$ cat src/rtl/timer_arbiter_pkg.sv
// Shared types for the timer arbiter: FSM state and Timer owner encodings.
package timer_arbiter_pkg;

  localparam int unsigned TW_DEFAULT = 4;

  typedef enum logic [2:0] {
    ST_IDLE,
    ST_LOAD,
    ST_SETTLE,
    ST_RUN,
    ST_DONE,
    ST_RELEASE
  } state_t;

  typedef enum logic [1:0] {
    OWN_NONE,
    OWN_A,
    OWN_B
  } owner_t;

endpackage

$ cat src/rtl/timer_arbiter.sv
// Shares one countdown Timer between a high-priority (A) and low-priority (B) requester.
// A may preempt B; expiry is routed back to the current owner as a done pulse.
module timer_arbiter
  import timer_arbiter_pkg::*;
#(
  parameter int unsigned TW = TW_DEFAULT
) (
  input  logic          clk,
  input  logic          rst,
  input  logic          req_a,
  input  logic [TW-1:0] val_a,
  input  logic          req_b,
  input  logic [TW-1:0] val_b,
  input  logic          expired,
  output logic          gnt_a,
  output logic          gnt_b,
  output logic          done_a,
  output logic          done_b,
  output logic          preempt_b,
  output logic          start_timer,
  output logic [TW-1:0] load_value,
  output logic          busy
);

  state_t        state, state_n;
  owner_t        owner, owner_n;
  logic [TW-1:0] load_n;
  logic          take_a, take_b, preempt_n;
  logic          owner_req, a_over_b, active_n;
  logic          gnt_a_n, gnt_b_n, done_a_n, done_b_n, start_n, busy_n;

  // State and every output are registered from the next-state decode.
  always_ff @(posedge clk) begin
    if (rst) begin
      state       <= ST_IDLE;
      owner       <= OWN_NONE;
      load_value  <= '0;
      gnt_a       <= 1'b0;
      gnt_b       <= 1'b0;
      done_a      <= 1'b0;
      done_b      <= 1'b0;
      preempt_b   <= 1'b0;
      start_timer <= 1'b0;
      busy        <= 1'b0;
    end else begin
      state       <= state_n;
      owner       <= owner_n;
      load_value  <= load_n;
      gnt_a       <= gnt_a_n;
      gnt_b       <= gnt_b_n;
      done_a      <= done_a_n;
      done_b      <= done_b_n;
      preempt_b   <= preempt_n;
      start_timer <= start_n;
      busy        <= busy_n;
    end
  end

  always_comb begin
    state_n   = state;
    owner_n   = owner;
    load_n    = load_value;
    take_a    = 1'b0;
    take_b    = 1'b0;
    preempt_n = 1'b0;
    owner_req = (owner == OWN_A) ? req_a : ((owner == OWN_B) ? req_b : 1'b0);
    a_over_b  = (owner == OWN_B) && req_a;

    case (state)
      ST_IDLE: begin
        if (req_a)      take_a = 1'b1;
        else if (req_b) take_b = 1'b1;
      end
      ST_LOAD: begin
        if (a_over_b) begin
          take_a    = 1'b1;
          preempt_n = 1'b1;
        end else if (load_value == '0) begin
          state_n = ST_DONE;
        end else begin
          state_n = ST_SETTLE;
        end
      end
      // expired is deliberately ignored here: it may still be high from the last interval
      ST_SETTLE: begin
        if (a_over_b) begin
          take_a    = 1'b1;
          preempt_n = 1'b1;
        end else if (!owner_req) begin
          state_n = ST_IDLE;
          owner_n = OWN_NONE;
        end else begin
          state_n = ST_RUN;
        end
      end
      ST_RUN: begin
        if (a_over_b) begin
          take_a    = 1'b1;
          preempt_n = 1'b1;
        end else if (!owner_req) begin
          state_n = ST_IDLE;
          owner_n = OWN_NONE;
        end else if (expired) begin
          state_n = ST_DONE;
        end
      end
      ST_DONE: state_n = ST_RELEASE;
      // B has already completed, so A takes over without a preempt pulse
      ST_RELEASE: begin
        if (a_over_b) begin
          take_a = 1'b1;
        end else if (!owner_req) begin
          state_n = ST_IDLE;
          owner_n = OWN_NONE;
        end
      end
      default: begin
        state_n = ST_IDLE;
        owner_n = OWN_NONE;
      end
    endcase

    if (take_a) begin
      state_n = ST_LOAD;
      owner_n = OWN_A;
      load_n  = val_a;
    end else if (take_b) begin
      state_n = ST_LOAD;
      owner_n = OWN_B;
      load_n  = val_b;
    end

    active_n = (state_n == ST_LOAD) || (state_n == ST_SETTLE) ||
               (state_n == ST_RUN)  || (state_n == ST_DONE);
    gnt_a_n  = active_n && (owner_n == OWN_A);
    gnt_b_n  = active_n && (owner_n == OWN_B);
    done_a_n = (state_n == ST_DONE) && (owner_n == OWN_A);
    done_b_n = (state_n == ST_DONE) && (owner_n == OWN_B);
    start_n  = (state_n == ST_LOAD);
    busy_n   = (state_n != ST_IDLE);
  end

endmodule

$ cat config.mk
export PLATFORM = sky130hd
export DESIGN_NAME = timer_arbiter
export DESIGN_NICKNAME = d
export VERILOG_FILES = /design/src/rtl/timer_arbiter_pkg.sv /design/src/rtl/timer_arbiter.sv
export SDC_FILE = /design/constraint.sdc
export NUM_CORES = 1
export LEC_CHECK = 0
export CORE_ASPECT_RATIO = 1.5
export CORE_MARGIN = 2
export CORE_UTILIZATION = 35
export DETAILED_ROUTE_END_ITERATION = 7
export GPL_TIMING_DRIVEN = 1
export SETUP_SLACK_MARGIN = 0.05
export SLEW_MARGIN = 40
export SYNTH_ARGS = -nofsm -noshare
export SYNTH_HDL_FRONTEND = slang
export SYNTH_SLANG_ARGS = --single-unit
$ cat constraint.sdc
create_clock -name clk -period 1.56 [get_ports clk]
set_clock_uncertainty 0.1 [all_clocks]
set_input_delay 0.234 -clock clk [delete_from_list [all_inputs] [get_ports clk]]
set_output_delay 0.234 -clock clk [all_outputs]
set_load 0.03 [all_outputs]
# Word-level counts from Yosys, hierarchy flattened
# Cells that the tools add are included.
[totals]
inputBits = 13
reg_bits = 16
[op_classes]
n_reduce_logical = 17
n_eq_ne = 13
n_mux = 27
bitwise = 1
[ops]
columns = ["op", "n"]
rows = [
  ["3-bit two-way mux", 10],
  ["3-bit case mux with 6 select lines", 1],
  ["3-bit by 2-bit equality test with 1-bit output (second input constant)", 4],
  ["2-bit two-way mux", 5],
  ["3-bit equality test (second input constant)", 3],
  ["3-bit OR reduction", 3],
  ["4-bit two-way mux", 2],
  ["1-bit two-way mux", 7],
  ["3-bit by 1-bit equality test with 1-bit output (second input constant)", 2],
  ["1-bit logical AND", 5],
  ["2-bit by 1-bit equality test with 1-bit output (second input constant)", 2],
  ["2-bit equality test (second input constant)", 2],
  ["4-bit logical NOT", 1],
  ["2-bit case mux with 2 select lines", 1],
  ["4-bit OR reduction", 1],
  ["3-bit logical NOT", 1],
  ["1-bit logical OR", 3],
  ["3-bit nonzero test", 1],
  ["1-bit case mux with 2 select lines", 1],
  ["2-bit nonzero test", 1],
  ["2-bit OR reduction", 1],
  ["1-bit NOT", 1],
]

# Longest topological paths before layout
[depth]
word_depth = 13
ltp_mapped = 8
depth_no_buf = 6

# Worst setup path after synthesis
# Ideal clock, no wire load.
[synth_path]
path_kind = "reg2reg"
start = "register load_value[0]"
end = "register gnt_a"
period_less_slack_ns = 1.717
path_stages_with_launch = 7
required_ns = 1.336
setup_time_ns = 0.124
arrival_time_ns = 1.493
setup_slack_ns = -0.157
path_buffers = 0
path_cell_list = "dfxtp_1 -> or4_4 -> nand2_1 -> a2bb2oi_2 -> nor4_4 -> o21ai_2 -> a21oi_1"
[synth_between]
elab_chain_len = 11
[synth_lines]
columns = ["element", "line_no", "text"]
rows = [
  ["start, declared", "timer_arbiter.sv:21", "output logic [TW-1:0] load_value,"],
  ["start signal, assigned", "timer_arbiter.sv:48", "load_value <= load_n;"],
  ["4-bit logical NOT (*)", "timer_arbiter.sv:78", "end else if (load_value == '0) begin"],
  ["3-bit two-way mux (*)", "timer_arbiter.sv:78", ""],
  ["3-bit two-way mux (*)", "timer_arbiter.sv:75", "if (a_over_b) begin"],
  ["3-bit case mux with 6 select lines (*)", "timer_arbiter.sv:69", "case (state)"],
  ["3-bit two-way mux (*)", "timer_arbiter.sv:127", "end else if (take_b) begin"],
  ["3-bit two-way mux (*)", "timer_arbiter.sv:123", "if (take_a) begin"],
  ["3-bit by 1-bit equality test with 1-bit output / 3-bit by 2-bit equality test with 1-bit output (equally long branches)", "timer_arbiter.sv:133", "active_n = (state_n == ST_LOAD) || (state_n == ST_SETTLE) ||"],
  ["1-bit logical OR (2 in series)", "timer_arbiter.sv:133", ""],
  ["1-bit logical OR (*)", "timer_arbiter.sv:134", "(state_n == ST_RUN) || (state_n == ST_DONE);"],
  ["1-bit logical AND (*)", "timer_arbiter.sv:135", "gnt_a_n = active_n && (owner_n == OWN_A);"],
  ["end signal, assigned", "timer_arbiter.sv:49", "gnt_a <= gnt_a_n;"],
  ["end, declared", "timer_arbiter.sv:15", "output logic gnt_a,"],
]
# Every way passes the cells marked *; elsewhere a longest branch is shown, timed or not.
# A chain may end at the register's enable or synchronous reset.

# Worst setup path in the final report
[layout_path]
start = "register load_value[0]"
end = "register state[1]"
[layout_between]
elab_chain_len = 6
[layout_lines]
columns = ["element", "line_no", "text"]
rows = [
  ["4-bit logical NOT", "timer_arbiter.sv:78", ""],
  ["3-bit two-way mux", "timer_arbiter.sv:78", ""],
  ["3-bit two-way mux", "timer_arbiter.sv:75", ""],
  ["3-bit case mux with 6 select lines", "timer_arbiter.sv:69", ""],
  ["3-bit two-way mux", "timer_arbiter.sv:127", ""],
  ["3-bit two-way mux", "timer_arbiter.sv:123", ""],
  ["end signal, assigned", "timer_arbiter.sv:46", "state <= state_n;"],
  ["end, declared", "timer_arbiter.sv:25", "state_t state, state_n;"],
]
# Every way passes these cells.

==> summary.txt <==
Floorplanning
  • Chip height: 66.74 um
  • Core footprint: 0.002477 mm2
  • Std cell rows: 22
  • Die X: 45.83 um
  • Initial Util: 0.3707
  • Die Footprint: roughly 0.0031 mm2
  • Top-level I/O count: 24

Detailed routing
  • Top sig layer: met4
  • Met2 wire length: 1.425 mm
  • WL/cell: 15.34 um
  • Vias per cell: around 5.4
  • DRT Pass-1 Iters: 5
  • DRC violations left: 0
  • Via count: 900
  • DR iter-0 viols: 34
  • DRT antenna net count: 0
  • Detailed Route WL: 2.561 mm
  • Met3 routed WL: 83 um
  • DRT met1 WL: 994 um

Critical path
  • R2r endpoint: state[1]$_SDFF_PP0_
  • CP arrival: 1820 ps
  • CP max FO: 3
  • Critical path capture point type: register
  • Crit path required time: 1640 ps
  • R2R Path Start: load_value[0]$_SDFFE_PP0P_
  • CP Class: register to register
  • R2R cell count: 5
  • CP Launch Type: register
  • R2R setup slack: -180 ps

Synth
  • Yosys top cell area share: 0.3488
  • Post-synth EDFFs: 0
  • Netlist Area Pre-Place: roughly 920 um2
  • Synth top area cells: dfxtp_1, nor2_1, a21oi_1, a222oi_1, buf_4
  • Sequential element share of the synthesized area: 0.3488
  • Largest area contributor in the netlist: dfxtp_1
  • Dominant cell by count in the synthesized netlist: dfxtp_1
  • Synthesis Warnings: 0
  • Synth cell count leaders: dfxtp_1, nor2_1, a21oi_1
  • Main synth FF type: dfxtp_1
  • Share of flip-flops with an asynchronous set or reset: 0
  • Yosys cell types: 43
  • Post-Syn Instances: 93
  • Avg Inst Size Synth: 9.875 um2
  • FF+latch count, synth: 16
  • Net Count, Synth: 106

Layout
  • Area Overhead vs Synth: 68.39%
  • Register area: 337.8 um2
  • Largest regs: load_value x4, state x3, owner x2
  • Most flop-heavy register: load_value
  • Multi-input gate area: 686.9 um2
  • Layout cells sized above 1: 0.5804
  • FILL cells: 207
  • Max reg flops: 4
  • Post-layout util: 0.6242
  • Layout Nets: 157
  • Final Instance Area: approximately 0.0015 mm2
  • Post-Layout Cell Count: 167
  • Antenna Cells: 0

STA
  • Fin crit share: 1.113
  • Fin. Hold Viols: 0
  • Unrepaired setup endpoints after global routing: true
  • Worst-Margin Slew: 331.7 ps
  • Tmin final: 1736 ps
  • Final slew viol count: 0
  • Normalized max-slew margin: 0.7778
  • Final Setup Violations: 8
  • Final WS setup: -175.8 ps
  • FMAX: 576.1 MHz

Clocking
  • Reg clk slew, reported paths: about 100 ps
  • H-tree levels: 1
  • Clock root buffer: clkbuf_4
  • CTS tree: yes
  • Clock latency on the worst-skew pair: 280 ps
  • Hold_buf cts: 0
  • Maximum clock insertion buffer count: 2
  • CTS Sinks: 16
  • CTS buffer count: 3

Outcome
  • Status: finished, violations left
  • Failing checks: setup timing

Global routing
  • GRT Overall Usage: 0.1863
  • Vias in the first global route: roughly 900
  • Antenna violations before repair: 0
  • Largest net degree at the start of global routing: 10
  • First-pass GRT wire length: just over 4 mm
  • Global route overflow: 0

Min path
  • Hold Path Class: register to register
  • Hold Crit Start: state[2]$_SDFF_PP0_
  • Hold-critical path endpoint: preempt_b$_SDFF_PP0_
  • Hold Path Stages: 1

Power
  • Worst VDD drop: 0.7267 mV
  • P_leak: 0.6375 nW
  • Total power draw: 1.800 mW
  • Pwr Density: 1164 mW/mm2

Job
  • Max Cap Viol: 0

Placement
  • IO Port Bufs: 23
  • DP Cell Count: 158
  • HPWL after DPL: 1.906 mm
  • Routability cong.: between 0.8 and 0.9
  • Placed Area: 0.001329 mm2
## cells in the final DEF (no fill, tap or decap), types with 2 or more instances in the layout
cell type and n:
dlygate4sd2_1 11, buf_4 25, clkbuf_4 3, and3b_2 2, dfxtp_4 3, nand2b_4 2, a21oi_2 4, a222oi_1 4
clkdlybuf4s50_1 10, o21ai_2 2, buf_6 4, inv_1 2, nor2_4 2, a21oi_1 3, dfxtp_1 8, a21oi_4 2
dfxtp_2 5, nor2_1 10, nand2_2 2
## per-stage QoR
stage	TNS (ps)	setup slack [ps]	hold WS [ps]
detailed placement	-6675	-557.1	500.5
floorplan	-351.5	-79.50	203.4
global route	-1863	-231.1	450.8
global placement	-6467	-507.7	501.3
finish	-993.6	-175.8	436.4
CTS	-779.2	-150.1	443.2
## critical path: stages (launching register included)
cell	delay (ps)
dfxtp_4	350
or4_4	560
o22ai_4	250
nor4_4	80
buf_4	140
nor2b_2	140
## cell families (layout without fill, tap and decap cells)
| family | count (synthesis) | in the layout | share of synthesized area |
|---|---|---|---|
| flip-flops | 16 | 16 | 0.3488 |
| AO/OA/AOI/OAI | 31 | 31 | 0.3052 |
| AND/OR/NAND/NOR | 37 | 37 | 0.2847 |
| buffers and inverters | 9 | 59 | 0.06130 |
## power breakdown
part           internal [mW]  switching [mW]
clock network          0.142           0.128
logic                  0.491           0.509
registers              0.482          0.0497
total                   1.11           0.686
## timing repair
item | in CTS | in global routing
endpoints found under the setup margin | 25 | 16
setup buffers | 3 | 2
cloned | 0 | 0
gates resized for setup | 34 | 21
pin swaps | 13 | 12
## routing by layer
layer  vias to the layer above  global-route usage
li1                        444                   -
met1                       422              0.2030
met3                         6             0.02981
met5                         -                   0
met4                         0              0.1107
met2                        28              0.3222
## how the worst max path moves through the flow
stage / to / cells after the start / startpoint / slack (ps)
floorplan: gnt_a$_SDFF_PP0_ / 6 / load_value[2]$_SDFFE_PP0P_ / -80
global placement: busy$_SDFF_PP0_ / 8 / req_a / -510
detailed placement: busy$_SDFF_PP0_ / 8 / req_a / -560
CTS: state[1]$_SDFF_PP0_ / 7 / state[0]$_SDFF_PP0_ / -150
global route: state[1]$_SDFF_PP0_ / 7 / state[0]$_SDFF_PP0_ / -230
finish: state[1]$_SDFF_PP0_ / 5 / load_value[0]$_SDFFE_PP0P_ / -180
## layout make-up
type	instances	area share
Clock buffer	4	0.02346
Inverter	3	0.007282
Multi-Input combinational cell	68	0.4442
Sequential cell	16	0.2184
Tap cell	24	0.01942
Timing Repair Buffer	52	0.2872
No activity file was read; power rests on OpenSTA's default activity.
